`config.mk`:
```
export PLATFORM = sky130hd
export DESIGN_NAME = keypad_scanner
export DESIGN_NICKNAME = d
export VERILOG_FILES = /design/src/rtl/keypad_pkg.sv /design/src/rtl/keypad_scanner_sync2.sv /design/src/rtl/keypad_scanner.sv
export SDC_FILE = /design/constraint.sdc
export NUM_CORES = 1
export LEC_CHECK = 0
export BUFFER_PORTS_ARGS = -buffer_cell sky130_fd_sc_hd__clkbuf_2
export CORE_UTILIZATION = 25
export CTS_CLUSTER_DIAMETER = 30
export DETAILED_ROUTE_END_ITERATION = 6
export PLACE_DENSITY = 0.41
export RECOVER_POWER = 100
export SKIP_CTS_REPAIR_TIMING = 1
export SLEW_MARGIN = 20
export SYNTH_ARGS = -nofsm -noshare
export SYNTH_HDL_FRONTEND = slang
export SYNTH_SLANG_ARGS = --single-unit
```
`constraint.sdc`:
```
create_clock -name clk -period 4 [get_ports clk]
set_clock_uncertainty 0.1 [all_clocks]
set_input_delay 0.2 -clock clk [delete_from_list [all_inputs] [get_ports clk]]
set_output_delay 0.2 -clock clk [all_outputs]
set_load 0.005 [all_outputs]
```
`src/rtl/keypad_pkg.sv`:
```
// Shared types and the 4x3 key map for the keypad scanner.
// Column index 0 is the leftmost key of a row and arrives on col_n[2].
package keypad_pkg;

  typedef enum logic [1:0] {
    SCAN,
    DEBOUNCE,
    HELD
  } state_t;

  localparam logic [3:0] KEY_STAR = 4'd10;
  localparam logic [3:0] KEY_HASH = 4'd11;

  // Rows 0..2 are 1-2-3 / 4-5-6 / 7-8-9; row 3 is * 0 #.
  function automatic logic [3:0] code_of(input logic [1:0] row, input logic [1:0] col);
    logic [3:0] code;
    if (row == 2'd3) begin
      case (col)
        2'd0:    code = KEY_STAR;
        2'd1:    code = 4'd0;
        default: code = KEY_HASH;
      endcase
    end else begin
      code = {2'b00, row} * 4'd3 + {2'b00, col} + 4'd1;
    end
    return code;
  endfunction

endpackage

```
`src/rtl/keypad_scanner_sync2.sv`:
```
// Parametrized-width two-flop synchronizer for asynchronous inputs.
module sync2 #(
  parameter int               WIDTH     = 1,
  parameter logic [WIDTH-1:0] RESET_VAL = '0
) (
  input  logic             clk,
  input  logic             rst_n,
  input  logic [WIDTH-1:0] d,
  output logic [WIDTH-1:0] q
);

  logic [WIDTH-1:0] meta_q;
  logic [WIDTH-1:0] sync_q;

  always_ff @(posedge clk or negedge rst_n) begin
    if (!rst_n) begin
      meta_q <= RESET_VAL;
      sync_q <= RESET_VAL;
    end else begin
      meta_q <= d;
      sync_q <= meta_q;
    end
  end

  assign q = sync_q;

endmodule

```
`src/rtl/keypad_scanner.sv`:
```
// 4x3 keypad scanner: row drive, column debounce and one event per keystroke.
// Digits pulse pressed with key; '#' pulses set_code; '*' is swallowed.
module keypad_scanner #(
  parameter int SCAN_DIV = 4,
  parameter int DEBOUNCE = 3
) (
  input  logic       clk,
  input  logic       rst_n,
  input  logic [2:0] col_n,
  output logic [3:0] row_n,
  output logic [3:0] key,
  output logic       pressed,
  output logic       set_code
);

  import keypad_pkg::*;

  localparam int            DW       = (SCAN_DIV > 1) ? $clog2(SCAN_DIV) : 1;
  localparam int            CW       = $clog2(DEBOUNCE + 1);
  localparam logic [DW-1:0] DIV_LAST = DW'(SCAN_DIV - 1);
  localparam logic [CW-1:0] CNT_LAST = CW'(DEBOUNCE);
  localparam logic [CW-1:0] CNT_ONE  = CW'(1);

  logic [2:0]    cs_n;
  logic [DW-1:0] div_q, div_d;
  logic [1:0]    row_q, row_d;
  state_t        state_q, state_d;
  logic [3:0]    code_q, code_d;
  logic [CW-1:0] deb_cnt_q, deb_cnt_d;
  logic [CW-1:0] rel_cnt_q, rel_cnt_d;
  logic [3:0]    key_q, key_d;
  logic          pressed_q, pressed_d;
  logic          set_code_q, set_code_d;

  logic          sample;
  logic          sample_valid;
  logic [1:0]    sample_col;
  logic [3:0]    sample_code;
  logic          accept;

  sync2 #(
    .WIDTH     (3),
    .RESET_VAL (3'b111)
  ) u_col_sync (
    .clk   (clk),
    .rst_n (rst_n),
    .d     (col_n),
    .q     (cs_n)
  );

  // Exactly one low column is a valid sample; anything else counts as none.
  always_comb begin
    sample_valid = 1'b1;
    sample_col   = 2'd0;
    case (cs_n)
      3'b011:  sample_col = 2'd0;
      3'b101:  sample_col = 2'd1;
      3'b110:  sample_col = 2'd2;
      default: sample_valid = 1'b0;
    endcase
  end

  assign sample      = (div_q == DIV_LAST);
  assign div_d       = sample ? '0 : div_q + DW'(1);
  assign sample_code = code_of(row_q, sample_col);

  always_comb begin
    state_d   = state_q;
    row_d     = row_q;
    code_d    = code_q;
    deb_cnt_d = deb_cnt_q;
    rel_cnt_d = rel_cnt_q;
    accept    = 1'b0;
    if (sample) begin
      case (state_q)
        SCAN: begin
          if (!sample_valid) begin
            row_d = row_q + 2'd1;
          end else begin
            code_d    = sample_code;
            deb_cnt_d = CNT_ONE;
            if (CNT_LAST == CNT_ONE) begin
              accept    = 1'b1;
              state_d   = HELD;
              rel_cnt_d = '0;
            end else begin
              state_d = keypad_pkg::DEBOUNCE;
            end
          end
        end
        keypad_pkg::DEBOUNCE: begin
          if (!sample_valid) begin
            state_d = SCAN;
            row_d   = row_q + 2'd1;
          end else if (sample_code != code_q) begin
            code_d    = sample_code;
            deb_cnt_d = CNT_ONE;
          end else if (deb_cnt_q + CNT_ONE == CNT_LAST) begin
            accept    = 1'b1;
            state_d   = HELD;
            deb_cnt_d = CNT_LAST;
            rel_cnt_d = '0;
          end else begin
            deb_cnt_d = deb_cnt_q + CNT_ONE;
          end
        end
        HELD: begin
          if (sample_valid) begin
            rel_cnt_d = '0;
          end else if (rel_cnt_q + CNT_ONE == CNT_LAST) begin
            state_d   = SCAN;
            row_d     = row_q + 2'd1;
            rel_cnt_d = '0;
          end else begin
            rel_cnt_d = rel_cnt_q + CNT_ONE;
          end
        end
        default: state_d = SCAN;
      endcase
    end
  end

  // Events are registered so they appear in the cycle after acceptance.
  always_comb begin
    key_d      = key_q;
    pressed_d  = 1'b0;
    set_code_d = 1'b0;
    if (accept) begin
      if (sample_code == KEY_HASH) begin
        set_code_d = 1'b1;
      end else if (sample_code != KEY_STAR) begin
        pressed_d = 1'b1;
        key_d     = sample_code;
      end
    end
  end

  always_ff @(posedge clk or negedge rst_n) begin
    if (!rst_n) begin
      div_q      <= '0;
      row_q      <= 2'd0;
      state_q    <= SCAN;
      code_q     <= 4'd0;
      deb_cnt_q  <= '0;
      rel_cnt_q  <= '0;
      key_q      <= 4'd0;
      pressed_q  <= 1'b0;
      set_code_q <= 1'b0;
    end else begin
      div_q      <= div_d;
      row_q      <= row_d;
      state_q    <= state_d;
      code_q     <= code_d;
      deb_cnt_q  <= deb_cnt_d;
      rel_cnt_q  <= rel_cnt_d;
      key_q      <= key_d;
      pressed_q  <= pressed_d;
      set_code_q <= set_code_d;
    end
  end

  assign row_n    = ~(4'b0001 << row_q);
  assign key      = key_q;
  assign pressed  = pressed_q;
  assign set_code = set_code_q;

endmodule

```
==> summary.txt, run 1 <==
Floorplanning
  • Rows: 26
  • Die Span Y: 76.7 um
  • Initial Util: 26.6%
  • IO Count: 15
  • Die width: 76.7 um
  • Die Footprint: 0.00588 mm2
  • Core ar.: around 0.0052 mm2

Synthesis
  • Gate Count Post-Synth: about 130
  • Sequential fraction of the synthesis area: a little under half
  • Distinct cell type count after synthesis: 41
  • Largest cells by area after synthesis: dfrtp_1 36%, dfstp_2 11%, ha_1 8.1%
  • Synth area leader: dfrtp_1
  • Post-Syn Nets: between 100 and 150
  • Top-area cell type share of the netlist area: between 30% and 40%
  • Post-Syn Area per Cell: 11.1 um2
  • Post-synth ARST share: 100%
  • Synth Register Bits: 26
  • Top FF cell, synth: dfrtp_1
  • Most common cell in the netlist: dfrtp_1
  • Number of synthesized flops with an enable pin: 0
  • Yosys warns: 0
  • Mapped cell area: 0.00140 mm2
  • Synth cell count leaders: 20 x dfrtp_1, 15 x inv_1, 10 x nand2_1, 9 x ha_1

Drt
  • Mean routed wirelength per cell: 12.5 um
  • Antenna-violating nets left: 0
  • Vias: 989
  • 1st-pass router iterations: 4
  • Routed WL: 2710 um
  • Number of DRC markers in iteration 0: 45
  • DRC: 0
  • Routed vias/inst: 4.56

Power
  • Reg power frac: 32.3%
  • Pint: 623 uW
  • Combinational group share of total power: about 48%
  • Sw Ratio: 42.7%
  • Pwr dens: 664 mW/mm2
  • Clock share of power: 19.9%
  • Worst VDD drop: 268 uV
  • Net switching power: 465 uW
  • Leak pwr: 0.729 nW

Placement
  • Detail Placement HPWL: 2100 um
  • Port Buf Inserts: 14
  • Placer congestion estimate: roughly 0.84
  • Dpl ws: 532 ps

GRT
  • Busiest grt layer: met2
  • Met3 usage: 1.55%
  • Number of global-route vias before repair: 971
  • GRT Util Overall: 10.1%
  • First-pass GRT wire length: ~4700 um
  • Initial antenna violation count: 0
  • Largest net degree at the start of global routing: 27
  • GRT met1 Usage: 13.5%
  • Total congestion overflow: 0
  • Grt met2 use: 16.7%

Setup path
  • CP max FO: 6
  • CP Capture Type: register
  • Crit Path Category: register to register
  • FF-to-FF setup slack: roughly 530 ps
  • Critical Path RT: 4070 ps
  • Crit path launch type: register
  • Worst EP arrival: 3540 ps

STA
  • Minimum clock period: 3470 ps
  • Setup TNS: 0 ps
  • Worst-margin pin slew: 1360 ps
  • Fmax: roughly 290 MHz
  • Relative slew slack: 9.38%
  • Fin crit share: 86.8%
  • Max-slew violation count: 0
  • RSZ-0062 raised after global routing: false
  • Final WS setup: 528 ps
  • Count of final setup violators: 0
  • Fin. Hold Viols: 0

Outcome
  • Status: complete, no violations

Cells and area
  • Diode count: 0
  • Fillers: roughly 540
  • Sequential Area: between 600 and 700 um2
  • Final net count: ~160
  • Layout Area Growth over Synthesis: 17.5%
  • Share of layout cells above drive strength 1: between 10% and 20%
  • Multi-input logic area: about 660 um2

CTS
  • TritonCTS clock tree: yes
  • H-tree Lvls: 1
  • Clk pin slew, worst setup/hold paths: 90 ps
  • Clock tree sinks: 26
  • Total CTS buffers: 3
  • Clk root buf: clkbuf_8
  • Clock latency at the later pin of the worst-skew pair: 270 ps
  • Clock tree buffer depth: 2

Job
  • Maxcap violations: 0

Worst hold path
  • Hold WC Path Type: register to register
==> power by group through the flow <==
stage,combinational [mW],clock [mW],sequential (mW)
after detailed placement,0.537,0,0.357
after global placement,0.538,0,0.357
after global routing,0.598,0.228,0.362
after floorplan,0.408,0,0.344
after CTS,0.540,0.223,0.353
final,0.520,0.216,0.352
==> cell families after synthesis <==
kind of cell	synth area share, %
and+or+nand+nor	12.2
AOI/OAI and AO/OA	17.0
xor gates and xnor gates	4.39
adders and majority gates	10.9
muxes	3.86
buffers and inverters	4.39
DFF	47.2
==> worst paths after layout <==
check | cells after the start | to | startpoint
max in group asynchronous | 2 | row_q[1]$_DFFE_PN0P_ | rst_n
worst min-delay path | 0 | u_col_sync.q[1]$_DFF_PN1_ | u_col_sync.meta_q[1]$_DFF_PN1_
min in group asynchronous | 2 | code_q[1]$_DFFE_PN0P_ | rst_n
worst min register to register | 0 | u_col_sync.q[1]$_DFF_PN1_ | u_col_sync.meta_q[1]$_DFF_PN1_
worst max-delay path | 8 | rel_cnt_q[0]$_DFFE_PN0P_ | u_col_sync.q[0]$_DFF_PN1_
worst max register to register | 8 | rel_cnt_q[0]$_DFFE_PN0P_ | u_col_sync.q[0]$_DFF_PN1_
==> area by class of cell <==
| class | instances | area share (%) |
|---|---|---|
| Tap cell | 70 | 5.34 |
| Inverter | 15 | 3.44 |
| Multi-Input combinational cell | 84 | 40.5 |
| Timing Repair Buffer | 18 | 6.26 |
| Clock inverter | 1 | 1.83 |
| Sequential cell | 26 | 40.2 |
| Clock buffer | 3 | 2.52 |
==> sequential cells by signal, indices dropped and copies added (netlist names) <==
register	cells
code_q	4
key	4
u_col_sync.meta_q	3
u_col_sync.q	3
deb_cnt_q	2
div_q	2
rel_cnt_q	2
row_q	2
state_q	2
pressed	1
set_code	1
==> through the flow <==
step	power, mW	std cells	hold WS [ps]	util [%]	cell area [um2]
after floorplan	0.752	126	-196	-	1400
after global placement	0.896	209	159	29.6	1550
after detailed placement	0.895	209	166	29.6	1550
after CTS	1.12	213	-135	30.9	1620
after global routing	1.19	217	264	31.3	1640
final	1.09	217	259	31.3	1640
==> metal layers <==
layer | up-vias | part of all wire [%] | wire length, um
li1 | 493 | - | -
met2 | 23 | 46 | 1250
met4 | 0 | 1.5 | 41
met1 | 468 | 49 | 1330
met3 | 5 | 3.1 | 85
met5 | - | 0 | 0
==> cells in the final DEF (no fill, tap or decap), drive strengths merged, types with 2 or more instances in the layout <==
cell type	synthesis	layout
nand2	10	10
nor3	2	2
inv	15	15
fa	2	2
clkbuf	0	17
o21ai	6	6
ha	9	9
a21oi	6	6
a41oi	3	3
nor4	3	3
dlygate4sd3	0	4
mux2i	3	3
nor2	5	5
a31o	2	2
xnor2	4	4
dfrtp	20	20
dfstp	6	6
nand3	4	4
xor2	3	3
==> worst max-delay path, cell delays in order, from the launching register on <==
cell,delay [ps]
dfstp_1,600
and3b_1,220
fa_1,490
fa_1,420
xor2_1,220
and3_1,210
o2111ai_1,170
or4_1,670
a31o_1,260
Note: power is estimated with default switching activity, not from simulation.
==> run 2: changes to the inputs <==
--- a/config.mk
+++ b/config.mk
@@ -6,9 +6,11 @@
 export NUM_CORES = 1
 export LEC_CHECK = 0
 export BUFFER_PORTS_ARGS = -buffer_cell sky130_fd_sc_hd__clkbuf_2
+export CORE_MARGIN = 2
 export CORE_UTILIZATION = 25
 export CTS_CLUSTER_DIAMETER = 30
 export DETAILED_ROUTE_END_ITERATION = 6
+export GPL_TIMING_DRIVEN = 0
 export PLACE_DENSITY = 0.41
 export RECOVER_POWER = 100
 export SKIP_CTS_REPAIR_TIMING = 1
==> summary.txt, run 2 (same netlist as run 1, synthesis figures left out) <==
Outcome
  • Status: complete, no violations

Power
  • Leak pwr: 0.715 nW (-2.0%)
  • Pint: 559 uW (-10%)
  • Combinational group share of total power: 50.5% (+2.7 points)
  • Worst VDD drop: 148 uV (-45%)
  • Net switching power: 455 uW (-2.2%)
  • Reg power frac: 34.5% (+2.2 points)
  • Design Power: 1.01 mW (-6.9%)
  • Pwr dens: 629 mW/mm2 (-5.3%)
  • Sw Ratio: 44.9% (+2.2 points)
  • Clock share of power: 15.0% (-4.9 points)

Cells and area
  • Cell Count, Final, Fillers Out: 220 (+1.4%)
  • Most common cell after layout, fill and taps aside: dfrtp_1
  • Diode count: 0 (unchanged)
  • Layout Area Growth over Synthesis: 15.5%
  • Share of layout cells above drive strength 1: 12.8% (-2.1 points)
  • Final net count: 165 (+0.61%)
  • Commonest cells after routing, fill and taps aside: 20 x dfrtp_1, 15 x inv_1, 10 x nand2_1

STA
  • Relative slew slack: 2.84% (-6.5 points)
  • Count of final setup violators: 0 (unchanged)
  • Final WS setup: 479 ps (-48.8 ps)
  • RSZ-0062 raised after global routing: false
  • Fmax: 284 MHz (-1.4%)
  • Fin crit share: 88.0% (+1.2 points)
  • Setup TNS: 0 ps (unchanged)
  • Minimum clock period: 3520 ps (+48.8 ps)
  • Max-slew violation count: 0 (unchanged)
  • Worst-margin pin slew: 1460 ps (+98.0 ps)
  • Fin. Hold Viols: 0 (unchanged)

CTS
  • Clock tree sinks: 26 (unchanged)
  • Clk root buf: clkbuf_8
  • Total CTS buffers: 3 (unchanged)
  • Clock tree buffer depth: 2 (unchanged)
  • TritonCTS clock tree: yes
  • Clk pin slew, worst setup/hold paths: 80 ps (about the same)
  • Clock latency at the later pin of the worst-skew pair: 270 ps (about the same)
  • H-tree Lvls: 1 (unchanged)

Placement
  • Detail Placement HPWL: 2090 um (-0.45%)
  • Cells after DPL: 212 (+1.4%)
  • Placer congestion estimate: 0.721 (-14%)
  • Port Buf Inserts: 14 (unchanged)
  • Dpl ws: 477 ps (-55.0 ps)

GRT
  • GRT Util Overall: 9.79% (-0.35 points)
  • First-pass GRT wire length: 4690 um (-0.57%)
  • Total congestion overflow: 0 (unchanged)
  • Largest net degree at the start of global routing: 27 (unchanged)
  • Number of global-route vias before repair: 969 (-0.21%)
  • Initial antenna violation count: 0 (unchanged)

Drt
  • 1st-pass router iterations: 6 (+2)
  • Antenna-violating nets left: 0 (unchanged)
  • Routed WL: 2710 um (about the same)
  • Routed vias/inst: 4.56 (+0.13%)
  • Number of DRC markers in iteration 0: 52 (+16%)
  • Vias: 1,004 (+1.5%)
  • DRC: 0 (unchanged)
  • Mean routed wirelength per cell: 12.3 um (-1.4%)

Setup path
  • Most used cell along the critical path: fa_1
  • R2R cell count: 9 (+1)
  • FF-to-FF Start: u_col_sync.q[2]$_DFF_PN1_
  • RR Endpoint: rel_cnt_q[0]$_DFFE_PN0P_
  • Slowest cell on crit path: dfstp_2
  • Crit path launch type: register
  • Crit path cell chain: and3b_1, fa_1, fa_1, xor2_1, and3_1, o2111ai_1, or4_1, clkbuf_1, a31o_1
  • Critical Path RT: 4060 ps (about the same)
  • CP Capture Type: register
  • Crit Path Category: register to register
  • CP peak stage delay: 610 ps (-60 ps)
  • CP max FO: 7 (+1)
  • Worst EP arrival: 3590 ps (+50 ps)
  • CP top delay family: simple AND/OR/NAND/NOR gates
  • Worst path buffer plus inverter count: 1 (+1)
  • FF-to-FF setup slack: 480 ps (-50 ps)

Floorplanning
  • Initial Util: 25.6% (-0.99 points)
  • Rows: 27 (+3.8%)
  • Die Footprint: 0.00619 mm2 (+5.3%)
  • Die width: 78.7 um (+2.6%)
  • Die Span Y: 78.7 um (+2.6%)
  • Core ar.: 0.00544 mm2 (+3.8%)
  • IO Count: 15 (unchanged)

Worst hold path
  • Hold endpoint: u_col_sync.q[1]$_DFF_PN1_
  • Hold depth: 0 (unchanged)
  • Hold WC Path Type: register to register
  • Hold path startpoint: u_col_sync.meta_q[1]$_DFF_PN1_

Job
  • Maxcap violations: 0 (unchanged)
-- run 2: worst max path at each step --
stage / startpoint / end / slack, ps / cells past startpoint
6_report: u_col_sync.q[2]$_DFF_PN1_ / rel_cnt_q[0]$_DFFE_PN0P_ / 480 / 9
5_1_grt: u_col_sync.q[0]$_DFF_PN1_ / rel_cnt_q[1]$_DFFE_PN0P_ / 220 / 9
4_1_cts: u_col_sync.q[2]$_DFF_PN1_ / rel_cnt_q[0]$_DFFE_PN0P_ / 470 / 9
3_5_place_dp: u_col_sync.q[2]$_DFF_PN1_ / rel_cnt_q[0]$_DFFE_PN0P_ / 480 / 9
3_3_place_gp: u_col_sync.q[2]$_DFF_PN1_ / rel_cnt_q[0]$_DFFE_PN0P_ / 510 / 9
2_1_floorplan: u_col_sync.q[2]$_DFF_PN1_ / rel_cnt_q[0]$_DFFE_PN0P_ / 710 / 9
-- run 2: layout make-up --
cell class | instances | area [um2]
Buffer | 1 | 3.75
Multi-Input combinational cell | 84 | 657
Sequential cell | 26 | 658
Tap cell | 72 | 90.1
Clock buffer | 4 | 45.0
Inverter | 15 | 56.3
Fill cell | 577 | 3830
Timing Repair Buffer | 18 | 101
-- run 2: per-layer routing --
metal | share of wire, % | track usage [%] | wire length [um]
met5 | 0 | 0 | 0
met4 | 1.7 | 4.21 | 46
met3 | 3.3 | 1.82 | 89
met2 | 49 | 15.9 | 1330
met1 | 46 | 12.8 | 1240
-- run 2: power groups by stage --
| stage | clock network, mW | registers, mW | logic, mW |
|---|---|---|---|
| after global placement | 0 | 0.353 | 0.529 |
| final | 0.152 | 0.350 | 0.512 |
| after CTS | 0.161 | 0.350 | 0.544 |
| after global routing | 0.174 | 0.357 | 0.598 |
| after floorplan | 0 | 0.344 | 0.408 |
| after detailed placement | 0 | 0.356 | 0.541 |
-- run 2: per-stage QoR --
stage	instance area (um2)	hold WS, ps	utilization [%]
3_3_place_gp	1560	153	28.6
2_1_floorplan	1400	-196	-
3_5_place_dp	1560	166	28.6
5_1_grt	1610	263	29.6
4_1_cts	1600	-137	29.4
6_report	1610	258	29.6
-- run 2: worst register-to-register path: stages (launching register included) --
cell and delay, ps:
dfstp_2 610, and3b_1 220, fa_1 470, fa_1 420, xor2_1 230, and3_1 210
o2111ai_1 190, or4_1 530, clkbuf_1 200, a31o_1 240
==> run 3: changes to the inputs <==
--- a/config.mk
+++ b/config.mk
@@ -6,13 +6,12 @@
 export NUM_CORES = 1
 export LEC_CHECK = 0
 export BUFFER_PORTS_ARGS = -buffer_cell sky130_fd_sc_hd__clkbuf_2
-export CORE_MARGIN = 2
 export CORE_UTILIZATION = 25
 export CTS_CLUSTER_DIAMETER = 30
 export DETAILED_ROUTE_END_ITERATION = 6
-export GPL_TIMING_DRIVEN = 0
 export PLACE_DENSITY = 0.41
 export RECOVER_POWER = 100
+export REMOVE_ABC_BUFFERS = 1
 export SKIP_CTS_REPAIR_TIMING = 1
 export SLEW_MARGIN = 20
 export SYNTH_ARGS = -nofsm -noshare
==> summary.txt, run 3 (same netlist as run 1, synthesis figures left out) <==
Outcome
  • Status: complete, no violations

Drt
  • Routed WL: 2650 um (-2.2%)
  • Antenna-violating nets left: 0 (unchanged)
  • Routed vias/inst: 4.52 (-0.94%)
  • Vias: 981 (-2.3%)
  • DRC: 0 (unchanged)
  • Number of DRC markers in iteration 0: 27 (-48%)
  • Mean routed wirelength per cell: 12.2 um (-0.87%)
  • 1st-pass router iterations: 4 (-2)

CTS
  • Total CTS buffers: 3 (unchanged)
  • Clock latency at the later pin of the worst-skew pair: 270 ps (about the same)
  • H-tree Lvls: 1 (unchanged)
  • Clock tree sinks: 26 (unchanged)
  • TritonCTS clock tree: yes
  • Clock tree buffer depth: 2 (unchanged)
  • Clk pin slew, worst setup/hold paths: 80 ps (about the same)
  • Clk root buf: clkbuf_8

STA
  • Final WS setup: 572 ps (+92.6 ps)
  • RSZ-0062 raised after global routing: false
  • Count of final setup violators: 0 (unchanged)
  • Fmax: 292 MHz (+2.7%)
  • Setup TNS: 0 ps (unchanged)
  • Worst-margin pin slew: 1360 ps (-92.8 ps)
  • Minimum clock period: 3430 ps (-92.6 ps)
  • Fin. Hold Viols: 0 (unchanged)
  • Max-slew violation count: 0 (unchanged)
  • Fin crit share: 85.7% (-2.3 points)
  • Relative slew slack: 9.03% (+6.2 points)

Setup path
  • CP max FO: 6 (-1)
  • CP Capture Type: register
  • Worst EP arrival: 3490 ps (-100 ps)
  • Most used cell along the critical path: fa_1
  • FF-to-FF Start: u_col_sync.q[0]$_DFF_PN1_
  • Crit path cell chain: and3b_1, fa_1, fa_1, nor2_1, o21ai_0, o2111ai_1, or4_1, a31o_1
  • Crit Path Category: register to register
  • Critical Path RT: 4060 ps (about the same)
  • CP peak stage delay: 660 ps (+50 ps)
  • RR Endpoint: rel_cnt_q[0]$_DFFE_PN0P_
  • Crit path launch type: register
  • R2R cell count: 8 (-1)
  • FF-to-FF setup slack: 570 ps (+90 ps)
  • Slowest cell on crit path: or4_1

Floorplanning
  • Core ar.: 0.00524 mm2 (-3.7%)
  • IO Count: 15 (unchanged)
  • Die Footprint: 0.00588 mm2 (-5.0%)
  • Die width: 76.7 um (-2.5%)
  • Rows: 26 (-3.7%)
  • Initial Util: 26.6% (+0.99 points)
  • Die Span Y: 76.7 um (-2.5%)

GRT
  • GRT Util Overall: 9.60% (-0.19 points)
  • Number of global-route vias before repair: 991 (+2.3%)
  • Initial antenna violation count: 0 (unchanged)
  • Total congestion overflow: 0 (unchanged)
  • First-pass GRT wire length: 4520 um (-3.5%)
  • Largest net degree at the start of global routing: 27 (unchanged)

Worst hold path
  • Hold depth: 0 (unchanged)
  • Hold endpoint: u_col_sync.q[1]$_DFF_PN1_
  • Hold WC Path Type: register to register
  • Hold path startpoint: u_col_sync.meta_q[1]$_DFF_PN1_

Placement
  • Detail Placement HPWL: 2040 um (-2.4%)
  • Dpl ws: 548 ps (+70.8 ps)
  • Port Buf Inserts: 14 (unchanged)
  • Placer congestion estimate: 0.822 (+14%)

Power
  • Reg power frac: 33.8% (-0.7 points)
  • Pwr dens: 637 mW/mm2 (+1.3%)
  • Worst VDD drop: 211 uV (+43%)
  • Pint: 577 uW (+3.4%)
  • Sw Ratio: 44.2% (-0.70 points)
  • Net switching power: 457 uW (+0.47%)
  • Leak pwr: 0.726 nW (+1.6%)
  • Combinational group share of total power: 50.2% (-0.3 points)
  • Clock share of power: 16.0% (+1.0 points)
  • Design Power: 1.03 mW (+2.1%)

Job
  • Maxcap violations: 0 (unchanged)

Cells and area
  • Share of layout cells above drive strength 1: 15.6% (+2.8 points)
  • Final net count: 164 (-0.61%)
  • Final core occ: 31.0% (+1.4 points)
  • Layout Area Growth over Synthesis: 16.4%
  • Diode count: 0 (unchanged)
  • Most common cell after layout, fill and taps aside: dfrtp_1
  • Commonest cells after routing, fill and taps aside: 20 x dfrtp_1, 15 x inv_1, 10 x nand2_1
  • Fillers: 543 (-5.9%)
run 3: changes by cell type in the layout (fill, tap and decap cells not counted), sizes merged:
cell | before | now
buf | 1 | 0
run 3: power by group through the flow:
stage / Sequential (mW) / Combinational, mW / Clock [mW]
after floorplan: 0.344 / 0.408 / 0
after global placement: 0.356 / 0.540 / 0
after detailed placement: 0.356 / 0.533 / 0
after CTS: 0.351 / 0.538 / 0.174
after global routing: 0.358 / 0.584 / 0.183
final: 0.349 / 0.519 / 0.166
run 3: layout make-up:
type                            instances  area (um2)  share of cell area [%]
Multi-Input combinational cell         84         663                    40.8
Timing Repair Buffer                   18         104                    6.39
Clock buffer                            4        55.1                    3.39
Inverter                               15        56.3                    3.47
Tap cell                               70        87.6                    5.39
Sequential cell                        26         658                    40.5
run 3: layer usage:
metal | global-route usage (%) | share of wire, %
met1 | 12.3 | 50
met2 | 16.0 | 45
met3 | 1.43 | 2.9
met4 | 4.23 | 1.7
met5 | 0 | 0
run 3: worst max path at each step:
stage / startpoint / endpoint / slack, ps / cells past startpoint
floorplan: u_col_sync.q[2]$_DFF_PN1_ / rel_cnt_q[0]$_DFFE_PN0P_ / 730 / 8
global placement: u_col_sync.q[2]$_DFF_PN1_ / rel_cnt_q[0]$_DFFE_PN0P_ / 580 / 8
detailed placement: u_col_sync.q[2]$_DFF_PN1_ / rel_cnt_q[0]$_DFFE_PN0P_ / 550 / 8
CTS: u_col_sync.q[2]$_DFF_PN1_ / rel_cnt_q[0]$_DFFE_PN0P_ / 550 / 8
global route: u_col_sync.q[0]$_DFF_PN1_ / rel_cnt_q[1]$_DFFE_PN0P_ / 350 / 8
finish: u_col_sync.q[0]$_DFF_PN1_ / rel_cnt_q[0]$_DFFE_PN0P_ / 570 / 8
run 3: critical path: cells and delay by family, from the launching register on:
family / cells / cell delay [ps]
AO/OA/AOI/OAI: 3 / 670
adder cells (fa/ha/maj): 2 / 1020
flip-flops: 1 / 600
AND/OR/NAND/NOR: 3 / 940
run 3: metrics by stage:
step	area (um2)	cells	hold WS [ps]
final	1620	217	262
after global routing	1620	217	266
after CTS	1600	213	-141
after detailed placement	1550	209	157
after global placement	1550	209	149
after floorplan	1390	125	-196
